==> config.mk <==
export PLATFORM = sky130hd
export DESIGN_NAME = stoch_dot_prod_ctrl
export DESIGN_NICKNAME = d
export VERILOG_FILES = /design/src/rtl/stoch_dot_prod_ctrl_pkg.sv /design/src/rtl/stoch_dot_prod.sv /design/src/rtl/stoch_dot_prod_ctrl.sv
export SDC_FILE = /design/constraint.sdc
export NUM_CORES = 1
export LEC_CHECK = 0
export BUFFER_PORTS_ARGS = -buffer_cell sky130_fd_sc_hd__buf_4
export CELL_PAD_IN_SITES_DETAIL_PLACEMENT = 1
export CELL_PAD_IN_SITES_GLOBAL_PLACEMENT = 1
export CORE_ASPECT_RATIO = 0.9
export CORE_MARGIN = 2
export CORE_UTILIZATION = 45
export DETAILED_ROUTE_END_ITERATION = 16
export GPL_TIMING_DRIVEN = 0
export PLACE_DENSITY_LB_ADDON = 0.2
export REMOVE_ABC_BUFFERS = 1
export SYNTH_ARGS = -nofsm -noshare
export SYNTH_HDL_FRONTEND = slang
export SYNTH_HIERARCHICAL = 1
export SYNTH_SLANG_ARGS = --single-unit
==> constraint.sdc <==
create_clock -name CLK -period 5.25 [get_ports CLK]
set_input_delay 1.05 -clock CLK [delete_from_list [all_inputs] [get_ports CLK]]
set_output_delay 1.05 -clock CLK [all_outputs]
set_load 0.01 [all_outputs]
==> src/rtl/stoch_dot_prod_ctrl_pkg.sv <==
// ---------------------------------------------------------------------------
// stoch_dot_prod_ctrl_pkg
// Shared definitions for the stochastic dot-product block:
//   - ctrl_state_t   : controller FSM state encoding
//   - result_width() : width needed to hold a ones count of 0..num_cycles
//   - lane_sum_width(): width needed to hold a popcount of 0..vec_len lanes
// No ports (package).
// ---------------------------------------------------------------------------
package stoch_dot_prod_ctrl_pkg;

    typedef enum logic [1:0] {
        ST_IDLE  = 2'd0,
        ST_CLEAR = 2'd1,
        ST_RUN   = 2'd2,
        ST_DONE  = 2'd3
    } ctrl_state_t;

    // A window of num_cycles cycles can produce num_cycles ones, so the
    // count needs one bit more than the index range.
    function automatic int result_width(input int num_cycles);
        return $clog2(num_cycles) + 1;
    endfunction

    function automatic int lane_sum_width(input int vec_len);
        return $clog2(vec_len + 1);
    endfunction

endpackage

==> src/rtl/stoch_dot_prod.sv <==
// ---------------------------------------------------------------------------
// stoch_dot_prod
// Stochastic dot product of two bitstream vectors.
// Each lane multiplies by ANDing u[i] & v[i]; the lane products are summed
// into an accumulator that is drained by one unit per output one, so the
// output stream y carries the (unscaled) sum of the products as a unary
// stream: y=1 whenever the accumulator plus this cycle's products is
// non-zero, and that unit is consumed.
// Ports:
//   CLK   in   clock, rising edge
//   nRST  in   synchronous active-low reset of the accumulator
//   u     in   [VEC_LEN] operand bitstream vector A
//   v     in   [VEC_LEN] operand bitstream vector B
//   y     out  dot-product output bitstream (combinational from acc, u, v)
// ---------------------------------------------------------------------------
module stoch_dot_prod
    import stoch_dot_prod_ctrl_pkg::*;
#(
    parameter int VEC_LEN      = 2,
    parameter int COUNTER_SIZE = 8
) (
    input  logic               CLK,
    input  logic               nRST,
    input  logic [VEC_LEN-1:0] u,
    input  logic [VEC_LEN-1:0] v,
    output logic               y
);

    localparam int SUM_W = lane_sum_width(VEC_LEN);
    localparam int TOT_W = COUNTER_SIZE + 1;
    localparam logic [COUNTER_SIZE-1:0] ACC_MAX  = {COUNTER_SIZE{1'b1}};
    localparam logic [TOT_W-1:0]        ACC_MAXW = {1'b0, {COUNTER_SIZE{1'b1}}};

    logic [VEC_LEN-1:0]      prod;
    logic [SUM_W-1:0]        lane_sum;
    logic [TOT_W-1:0]        total;
    logic [TOT_W-1:0]        drained;
    logic [COUNTER_SIZE-1:0] acc;
    logic [COUNTER_SIZE-1:0] acc_next;

    assign prod = u & v;

    always_comb begin
        lane_sum = '0;
        for (int i = 0; i < VEC_LEN; i++) begin
            lane_sum = lane_sum + SUM_W'(prod[i]);
        end
    end

    // The extra total bit catches the case where acc is near full and new
    // products arrive; the accumulator saturates rather than wrapping.
    always_comb begin
        total    = {1'b0, acc} + TOT_W'(lane_sum);
        y        = (total != '0);
        drained  = total - TOT_W'(y);
        acc_next = (drained > ACC_MAXW) ? ACC_MAX : drained[COUNTER_SIZE-1:0];
    end

    always_ff @(posedge CLK) begin
        if (!nRST) begin
            acc <= '0;
        end else begin
            acc <= acc_next;
        end
    end

endmodule

==> src/rtl/stoch_dot_prod_ctrl.sv <==
// ---------------------------------------------------------------------------
// stoch_dot_prod_ctrl
// Runs the stochastic dot product over a fixed window of NUM_CYCLES cycles
// and reports how many cycles of that window produced y=1.
// Sequence: IDLE -> CLEAR (1 cycle, datapath held in reset, counters
// zeroed) -> RUN (NUM_CYCLES cycles) -> DONE (1 cycle, done pulse) -> IDLE.
// abort in CLEAR/RUN returns to IDLE without touching result.
// Ports:
//   CLK     in   clock, rising edge
//   nRST    in   synchronous active-low reset
//   start   in   request a window (accepted only in IDLE, abort wins)
//   abort   in   cancel the window in progress
//   u, v    in   [VEC_LEN] operand bitstream vectors
//   busy    out  high in CLEAR and RUN
//   done    out  one-cycle pulse in DONE
//   y       out  datapath bitstream, forced to 0 outside RUN
//   result  out  [RESULT_WIDTH] ones count of the last completed window
// ---------------------------------------------------------------------------
module stoch_dot_prod_ctrl
    import stoch_dot_prod_ctrl_pkg::*;
#(
    parameter int VEC_LEN      = 2,
    parameter int COUNTER_SIZE = 8,
    parameter int NUM_CYCLES   = 256,
    parameter int RESULT_WIDTH = result_width(NUM_CYCLES)
) (
    input  logic                    CLK,
    input  logic                    nRST,
    input  logic                    start,
    input  logic                    abort,
    input  logic [VEC_LEN-1:0]      u,
    input  logic [VEC_LEN-1:0]      v,
    output logic                    busy,
    output logic                    done,
    output logic                    y,
    output logic [RESULT_WIDTH-1:0] result
);

    localparam logic [RESULT_WIDTH-1:0] LAST_CYC = RESULT_WIDTH'(NUM_CYCLES - 1);

    ctrl_state_t             state;
    logic                    in_run;
    logic                    last_run;
    logic                    dp_rst_n;
    logic                    dp_y;
    logic [VEC_LEN-1:0]      u_run;
    logic [VEC_LEN-1:0]      v_run;
    logic [RESULT_WIDTH-1:0] cyc_cnt;
    logic [RESULT_WIDTH-1:0] ones_cnt;
    logic [RESULT_WIDTH-1:0] ones_total;

    assign in_run   = (state == ST_RUN);
    assign last_run = in_run && (cyc_cnt == LAST_CYC);

    // Lanes only see live data while running; the datapath accumulator is
    // cleared during the CLEAR cycle so no window inherits another's residue.
    assign u_run    = u & {VEC_LEN{in_run}};
    assign v_run    = v & {VEC_LEN{in_run}};
    assign dp_rst_n = nRST & (state != ST_CLEAR);

    assign y = dp_y & in_run;

    // Includes the current cycle's y so the final RUN cycle is counted.
    assign ones_total = ones_cnt + RESULT_WIDTH'(y);

    stoch_dot_prod #(
        .VEC_LEN      (VEC_LEN),
        .COUNTER_SIZE (COUNTER_SIZE)
    ) u_dp (
        .CLK  (CLK),
        .nRST (dp_rst_n),
        .u    (u_run),
        .v    (v_run),
        .y    (dp_y)
    );

    always_ff @(posedge CLK) begin
        if (!nRST) begin
            state    <= ST_IDLE;
            busy     <= 1'b0;
            done     <= 1'b0;
            result   <= '0;
            cyc_cnt  <= '0;
            ones_cnt <= '0;
        end else begin
            done <= 1'b0;
            case (state)
                ST_IDLE: begin
                    if (start && !abort) begin
                        state <= ST_CLEAR;
                        busy  <= 1'b1;
                    end
                end
                ST_CLEAR: begin
                    if (abort) begin
                        state <= ST_IDLE;
                        busy  <= 1'b0;
                    end else begin
                        cyc_cnt  <= '0;
                        ones_cnt <= '0;
                        state    <= ST_RUN;
                    end
                end
                ST_RUN: begin
                    if (abort) begin
                        state <= ST_IDLE;
                        busy  <= 1'b0;
                    end else if (last_run) begin
                        result <= ones_total;
                        state  <= ST_DONE;
                        busy   <= 1'b0;
                        done   <= 1'b1;
                    end else begin
                        cyc_cnt  <= cyc_cnt + RESULT_WIDTH'(1);
                        ones_cnt <= ones_total;
                    end
                end
                ST_DONE: begin
                    state <= ST_IDLE;
                end
                default: begin
                    state <= ST_IDLE;
                    busy  <= 1'b0;
                end
            endcase
        end
    end

endmodule
### Yosys cells after proc, flatten, opt, wreduce, memory -nomap -nowiden

Index checks and enable logic that the tools add are counted.

* add/sub/neg operators: 5
* multiplexer cells: 19
* reductions and logical operators: 12
* $lt $le $gt $ge: 1
* bitwise gates (word level): 8
* equal/unequal tests: 11

Operator list (count)
* two-way mux 9 bit: 5
* case mux 9 bit (2 select lines): 2
* inequality test 2 bit (second input constant): 5
* adder 8 x 2 -> 9 bit: 1
* adder 9 x 1 -> 9 bit: 1
* adder 9 x 1 -> 9 bit (second input constant): 1
* == test 9 x 8 -> 1 bit (second input constant): 1
* > comparator 9 x 8 -> 1 bit (second input constant): 1
* nonzero test 9 bit: 1
* subtractor 9 x 1 -> 9 bit: 1
* two-way mux 2 bit: 4
* two-way mux 8 bit: 1
* case mux 2 bit (4 select lines): 1
* AND reduction 4 bit: 2
* AND 2 bit: 3
* two-way mux 1 bit: 5
* == test 2 bit (second input constant): 2
* inequality test 3 x 2 -> 1 bit (second input constant): 1
* NOT 1 bit: 3
* case mux 1 bit (3 select lines): 1
* AND reduction 3 bit: 1
* nonzero test 3 bit: 1
* OR reduction 3 bit: 1
* adder 1 x 1 -> 2 bit: 1
* 8 further kinds: 10

* output and inout bits: 12
* word-level logic and storage cells: 63
* flip-flop bits (word level): 39
* bits of input ports: 8

### Longest topological paths before layout

Gate-level depths: netlist of the first run.

* depth in word-level cells: 11
* depth in mapped cells: 20
* gate-level depth less buffers: 17

### Cells and area by module

Netlist of the first run, hierarchy kept.

By module, submodules not included
* stoch_dot_prod_ctrl: area an instance 1609.0 um^2, times used 1, cells an instance 180, seq. area each 620.6 um^2
* stoch_dot_prod: area an instance 698.2 um^2, times used 1, cells an instance 83, seq. area each 160.2 um^2

### Least setup slack after synthesis of the first run

OpenSTA, ideal clock, no wires.

* path kind: input to register
* start point: input port u[0]
* end point: register result[8]
* path buffers: 2
* cell stages on the path: 17
* setup time: 0.118 ns
* data arrival time: 4.244 ns
* data required time: 5.132 ns
* path slack: 0.888 ns
* cell sequence: and2_1 and2_1 fa_1 ha_1 buf_4 and4_1 nand4_1 o2111ai_1 or3_1 and2_1 ha_1 ha_1 and3_1 buf_6 nand4_4 xor2_1 a21oi_1

* cells in the longest elaborated chain, start to end: 7

RTL lines
* from (decl): line stoch_dot_prod_ctrl.sv:31 `input logic [VEC_LEN-1:0] u,`
* AND 2 bit: line stoch_dot_prod_ctrl.sv:57 `assign u_run = u & {VEC_LEN{in_run}};`
* AND 2 bit: line stoch_dot_prod.sv:41 `assign prod = u & v;`
* adder 1 x 1 -> 2 bit: line stoch_dot_prod.sv:46 `lane_sum = lane_sum + SUM_W'(prod[i]);`
* adder 8 x 2 -> 9 bit: line stoch_dot_prod.sv:53 `total = {1'b0, acc} + TOT_W'(lane_sum);`
* nonzero test 9 bit: line stoch_dot_prod.sv:54 `y = (total != '0);`
* named net dp_y: line stoch_dot_prod_ctrl.sv:45 `logic dp_y;`
* AND 1 bit: line stoch_dot_prod_ctrl.sv:61 `assign y = dp_y & in_run;`
* named net y: line stoch_dot_prod_ctrl.sv:35 `output logic y,`
* adder 9 x 1 -> 9 bit: line stoch_dot_prod_ctrl.sv:64 `assign ones_total = ones_cnt + RESULT_WIDTH'(y);`
* to (signal assigned): line stoch_dot_prod_ctrl.sv:109 `result <= ones_total;`
* to (decl): line stoch_dot_prod_ctrl.sv:36 `output logic [RESULT_WIDTH-1:0] result`

The timed path passes the listed nets, and every way through them passes these cells.
A chain may end at the register's enable or synchronous reset.

### Worst setup path after layout of the first run

* start point: register state[0]
* end point: output port y

* cells in the longest elaborated chain, start to end: 7

RTL lines
* from (decl): line stoch_dot_prod_ctrl.sv:41 `ctrl_state_t state;`
* from (signal assigned): line stoch_dot_prod_ctrl.sv:79 `state <= ST_IDLE;`
* from (signal assigned): line stoch_dot_prod_ctrl.sv:90 `state <= ST_CLEAR;`
* from (signal assigned): line stoch_dot_prod_ctrl.sv:96 `state <= ST_IDLE;`
* == test 2 bit: line stoch_dot_prod_ctrl.sv:52 `assign in_run = (state == ST_RUN);`
* AND 2 bit: line stoch_dot_prod_ctrl.sv:57
* named net u_run[0]: line stoch_dot_prod_ctrl.sv:46 `logic [VEC_LEN-1:0] u_run;`
* AND 2 bit: line stoch_dot_prod.sv:41
* adder 1 x 1 -> 2 bit: line stoch_dot_prod.sv:46
* adder 8 x 2 -> 9 bit: line stoch_dot_prod.sv:53
* nonzero test 9 bit: line stoch_dot_prod.sv:54
* named net dp_y: line stoch_dot_prod_ctrl.sv:45
* AND 1 bit: line stoch_dot_prod_ctrl.sv:61
* to (decl): line stoch_dot_prod_ctrl.sv:35

The timed path passes the listed nets, and every way through them passes these cells.

==> metrics, run 1 <==
Die ar. 5720 sq um; sequential cell area 781 sq um; Max clock buf depth 2; H-tree levels 2; Synth Warn # 6; GP Congestion 0.766; footprint of the multi-input gates 1390 sq um; CP Capture Type primary output; Clk pwr share 29.6%; io pins 20; Yosys reg bits 39; Yosys cell types 55; Hold-fix buffers, CTS 0; internal power 0.602 mW; TritonCTS Buffers 5; final WL 5.10 mm; Comb pwr share 29.5%; fin crit period 4950 ps; setup TNS 0 ps; post-cts resize count 0; unrepaired setup endpoints after global routing no; CTS tree done; Hold Crit Class reg -> reg; gr usage total 19.5%; met1 Resource Use GR 26.2%; Worst-Margin Slew 617 ps; Layout area overhead 10.2%; Most Crowded Layer GR met2; ANT nets after route 0; Setup WS pre-CTS 363 ps; setup bufs post-CTS 0; status finished, final reports clean; largest net degree at the start of global routing 18; initial antenna violation count 0; overall power 0.888 mW; crit-path max FO 17; static leakage 0.989 nW; DR WL/cell 15.0 microns; met2 usage 31.5%; First DRT Iteration DRCs 67; nets 296; vias per cell 5.66; Diodes inserted 0; grt ovf 0; most frequent cells in the layout dfxtp_1 (39), nor2_1 (27), a21oi_1 (23); Final Hold Fails 0; crit path kind reg -> out; synthesized instance count 263; Rows 24; power per cell area 349 nW/um^2; layout cell share with drive strength beyond 1 13.4%; CP startpoint kind register; async set-reset flop share out of synthesis 0%; Max transition margin 58.8%; Max Fclk 0.202 GHz; most common cell after layout, fill and taps aside dfxtp_1; Sequential Power Share 40.9%; register area share after synthesis 33.8%; Slew Limit Fails 0; WP data arrival 3900 ps; clock-pin slew on the worst setup and hold paths 80 ps; Post-synth EDFFs 0; Fill cells 597; die width 79.5 microns; Core Region 4890 sq um; Setup Viol. Count Final 0; post-synthesis area per instance 8.77 sq um; Max-cap violations 0; DRC viols 0; clk sink count 39; met3 usage 3.73%; Die H 71.9 microns; DRT Pass-1 Iters 4; setup slack after layout 300 ps; Final Cycle Share 94.3%; Buffers on Ports 19; HPWL Detailed 3.66 mm; Worst EP required 4200 ps; root buf cell clkbuf_8; Max VDD drop 0.000178 V; vias in the first global route 1857; Initial Utilization 47.1%; mapped cell area 2310 sq um; Clock Latency Late Sink 300 ps; Switching Fraction 32.2%; Synth Flop Type dfxtp_1; first-pass GRT wire length 8.85 mm; total number of vias 1930; net switching power 0.286 mW; Final Skew 6.74 ps
==> per-layer routing <==
metal / up-vias / share of wire [%]
li1: 964 / -
met1: 933 / 50
met2: 24 / 46
met3: 9 / 2.4
met4: 0 / 1.4
met5: - / 0
==> worst max-delay path, cell delays in order, from the launching register on <==
cell	delay (ps)
dfxtp_1	400
inv_1	100
ha_1	410
and2_1	230
and2_1	160
fa_1	510
ha_1	360
and4_1	290
nand4_1	270
o2111ai_1	170
or3_1	360
and2_1	200
buf_4	150
==> state kept, by name (all words and copies together) (netlist names) <==
name	cells
busy	1
u_dp/acc	8
done	1
state	2
result	9
ones_cnt	9
cyc_cnt	9
==> cell families (layout without fill, tap and decap cells) <==
logic type / count (synthesis) / in the layout / share of synthesized area [%]
compound gates: 58 / 58 / 16.8
xor+xnor: 23 / 23 / 8.73
fa+ha+maj: 13 / 13 / 7.38
buf+inv: 22 / 35 / 5.86
flops: 39 / 39 / 33.8
mux: 4 / 4 / 1.74
simple gates: 104 / 104 / 25.7
==> Yosys cell counts (2+ instances only) <==
| cell | number | area (sq um) |
|---|---|---|
| dfxtp_1 | 39 | 781 |
| nor2_1 | 27 | 101 |
| a21oi_1 | 23 | 115 |
| xnor2_1 | 16 | 140 |
| nand2_1 | 13 | 48.8 |
| ha_1 | 12 | 150 |
| and2_1 | 10 | 62.6 |
| nand4_1 | 10 | 62.6 |
| inv_1 | 8 | 30.0 |
| nand3_1 | 8 | 40.0 |
| o21ai_0 | 7 | 35.0 |
| xor2_1 | 7 | 61.3 |
| and3_1 | 6 | 37.5 |
| buf_6 | 5 | 56.3 |
| nor3_1 | 5 | 25.0 |
| nor4_1 | 5 | 31.3 |
| mux2i_1 | 4 | 40.0 |
| o21ai_1 | 4 | 20.0 |
| a211oi_1 | 3 | 22.5 |
| buf_4 | 3 | 22.5 |
| o31ai_1 | 3 | 22.5 |
| or3_1 | 3 | 18.8 |
| a211o_1 | 2 | 17.5 |
| a21boi_0 | 2 | 15.0 |
| a311oi_1 | 2 | 17.5 |
| and3b_1 | 2 | 17.5 |
| and4_1 | 2 | 17.5 |
| buf_2 | 2 | 10.0 |
| clkbuf_1 | 2 | 7.51 |
| nand3b_1 | 2 | 15.0 |
| o2111ai_1 | 2 | 17.5 |
==> per-stage QoR <==
step	instances	hold slack (ps)	util, %	instance area (sq um)
floorplan	249	436	-	2200
global placement	333	445	49.6	2430
detailed placement	333	459	49.6	2430
CTS	341	470	52.0	2540
global route	341	513	52.0	2540
finish	341	469	52.0	2540
==> power by group through the flow <==
| stage | logic (mW) | registers (mW) | clock network, mW |
|---|---|---|---|
| floorplan | 0.212 | 0.359 | 0 |
| detailed placement | 0.262 | 0.371 | 0 |
| CTS | 0.265 | 0.364 | 0.269 |
| global placement | 0.255 | 0.369 | 0 |
| finish | 0.262 | 0.363 | 0.262 |
| global route | 0.296 | 0.370 | 0.280 |
==> area by class of cell <==
| type | count | share of cell area (%) |
|---|---|---|
| Inverter | 8 | 1.18 |
| Timing Repair Buffer | 19 | 5.61 |
| Sequential cell | 39 | 30.7 |
| Clock buffer | 6 | 3.25 |
| Clock inverter | 2 | 1.38 |
| Tap cell | 65 | 3.20 |
| Multi-Input combinational cell | 202 | 54.7 |
==> worst paths after layout <==
kind,slack (ps),cells past startpoint,end,from
worst max-delay path,300,12,y,state[0]$_SDFFE_PN0P_
worst max register to register,510,17,u_dp/acc[0]$_SDFF_PN0_,state[0]$_SDFFE_PN0P_
worst min-delay path,470,2,ones_cnt[0]$_SDFFE_PN0P_,ones_cnt[0]$_SDFFE_PN0P_
worst min register to register,470,2,ones_cnt[0]$_SDFFE_PN0P_,ones_cnt[0]$_SDFFE_PN0P_
No activity file was read; power rests on OpenSTA's default activity.
==> run 2: changes to the inputs <==
- CORE_ASPECT_RATIO: 0.9 -> 1.2
- GPL_TIMING_DRIVEN: 0 -> 1
- PLACE_DENSITY_LB_ADDON: 0.2 -> 0.1
==> run 2 against run 1 <==
Net effect: first-iteration DRC count increased by 40%; count of clock-buffer cells in the layout fell by 1; power is 0.44% higher; clock skew up 4.1 ps; sequential power is essentially flat; sequential share of layout area about the same; die area about the same; critical endpoint unchanged.
==> metrics, run 2 (same netlist as run 1, synthesis figures left out) <==
status finished, final reports clean; gr usage total 19.0% (-0.50 points); Worst EP required 4200 ps (about the same); H-tree levels 2 (unchanged); Setup Viol. Count Final 0 (unchanged); Placed Cells 329 (-1.2%); CP startpoint kind register; Die H 82.4 microns (+15%); Buffers on Ports 19 (unchanged); Worst-Margin Slew 597 ps (-20.3 ps); Diodes inserted 0 (unchanged); DR WL/cell 15.6 microns (+4.0%); Core Region 4940 sq um (+0.92%); most common cell after layout, fill and taps aside dfxtp_1; static leakage 0.989 nW (about the same); largest net degree at the start of global routing 18 (unchanged); Final Cycle Share 90.9% (-3.4 points); GP Congestion 0.800 (+4.5%); Max transition margin 60.2% (+1.4 points); unrepaired setup endpoints after global routing no; HPWL Detailed 3.74 mm (+2.1%); total number of vias 1913 (-0.88%); initial antenna violation count 0 (unchanged); Initial Utilization 46.7% (-0.43 points); Final Hold Fails 0 (unchanged); final WL 5.24 mm (+2.8%); Finished Layout Cells 337 (-1.2%); setup bufs post-CTS 0 (unchanged); most frequent cells in the layout dfxtp_1 (39), nor2_1 (27), a21oi_1 (23); Rows 28 (+17%); First DRT Iteration DRCs 94 (+40%); clock-pin slew on the worst setup and hold paths 90 ps (about the same); root buf cell clkbuf_8; DRC viols 0 (unchanged); die width 69.4 microns (-13%); nets 297 (+0.34%); first-pass GRT wire length 8.67 mm (-2.1%); WP data arrival 3720 ps (-180 ps); setup TNS 0 ps (unchanged); io pins 20 (unchanged); vias in the first global route 1855 (-0.11%); clk sink count 39 (unchanged); biggest regs cyc_cnt: 9 flops, ones_cnt: 9 flops, result: 9 flops; Max Fclk 0.210 GHz (+3.7%); Fill cells 612 (+2.5%); Max-cap violations 0 (unchanged); Max VDD drop 0.000159 V (-11%); power per cell area 351 nW/um^2 (+0.49%); layout cell share with drive strength beyond 1 14.1% (+0.67 points); Die ar. 5720 sq um (about the same); Clock Latency Late Sink 290 ps (about the same); CTS tree done; ANT nets after route 0 (unchanged); crit-path max FO 17 (unchanged); crit path kind reg -> out; Slew Limit Fails 0 (unchanged); Max clock buf depth 2 (unchanged); vias per cell 5.68 (+0.30%); Hold Crit Class reg -> reg; Layout area overhead 10.2% (about the same); fin crit period 4770 ps (-177 ps); TritonCTS Buffers 5 (unchanged); grt ovf 0 (unchanged); overall power 0.892 mW (+0.44%); CP Capture Type primary output; DRT Pass-1 Iters 4 (unchanged); Final Skew 10.8 ps (+4.11 ps)
-- run 2: cell count changes in the layout (fill, tap and decap cells not counted), sizes merged --
cell	before	now
buf	19	20
clkbuf	6	5
clkinv	1	2
-- run 2: what timing repair did --
action                     in CTS  in global routing
gates resized for setup         0                  1
setup endpoints to repair       0                  1
hold buffers                    0                  0
-- run 2: per-stage QoR --
stage	instance area (sq um)	worst slack (ps)	util (%)	hold WS (ps)
after global placement	2430	496	49.1	449
after CTS	2540	271	51.4	473
after detailed placement	2430	472	49.1	461
final	2540	477	51.5	470
after floorplan	2200	898	-	436
after global routing	2540	196	51.5	503
-- run 2: critical path: stages (launching register included) --
cell and delay [ps]:
dfxtp_1 360, inv_1 110, ha_2 380, and2_1 170, and2_1 140, fa_1 300, ha_1 410, and4_1 330
a21boi_0 340, nor2_1 120, or3_1 390, and2_1 220, buf_4 160
-- run 2: path summary, 6_finish.rpt --
check	slack, ps	endpoint	cells past startpoint	start
worst max-delay path	480	y	12	state[0]$_SDFFE_PN0P_
worst min-delay path	470	ones_cnt[0]$_SDFFE_PN0P_	2	ones_cnt[0]$_SDFFE_PN0P_
worst max register to register	700	u_dp/acc[5]$_SDFF_PN0_	17	state[0]$_SDFFE_PN0P_
worst min register to register	470	ones_cnt[0]$_SDFFE_PN0P_	2	ones_cnt[0]$_SDFFE_PN0P_
-- run 2: layer usage --
metal / vias to the layer above / part of all wire, % / GRT usage (%)
li1: 966 / - / -
met1: 920 / 47 / 23.0
met2: 18 / 49 / 34.0
met3: 9 / 1.9 / 3.40
met4: 0 / 1.9 / 7.25
met5: - / 0 / 0
-- run 2: cell type report --
class                   count  area, sq um  share of cell area [%]
repair buffers             20          150                    5.91
well taps                  60         75.1                    2.95
clock inverters             3         43.8                    1.72
clock buffers               5         68.8                    2.71
inverters                   8         30.0                    1.18
flip-flops and latches     39          781                    30.7
multi-input cells         202         1390                    54.8
-- run 2: power breakdown --
group | internal (mW) | total, mW | switching (mW)
logic | 0.128 | 0.270 | 0.142
registers | 0.321 | 0.365 | 0.0440
clock network | 0.142 | 0.256 | 0.115
total | 0.591 | 0.892 | 0.301
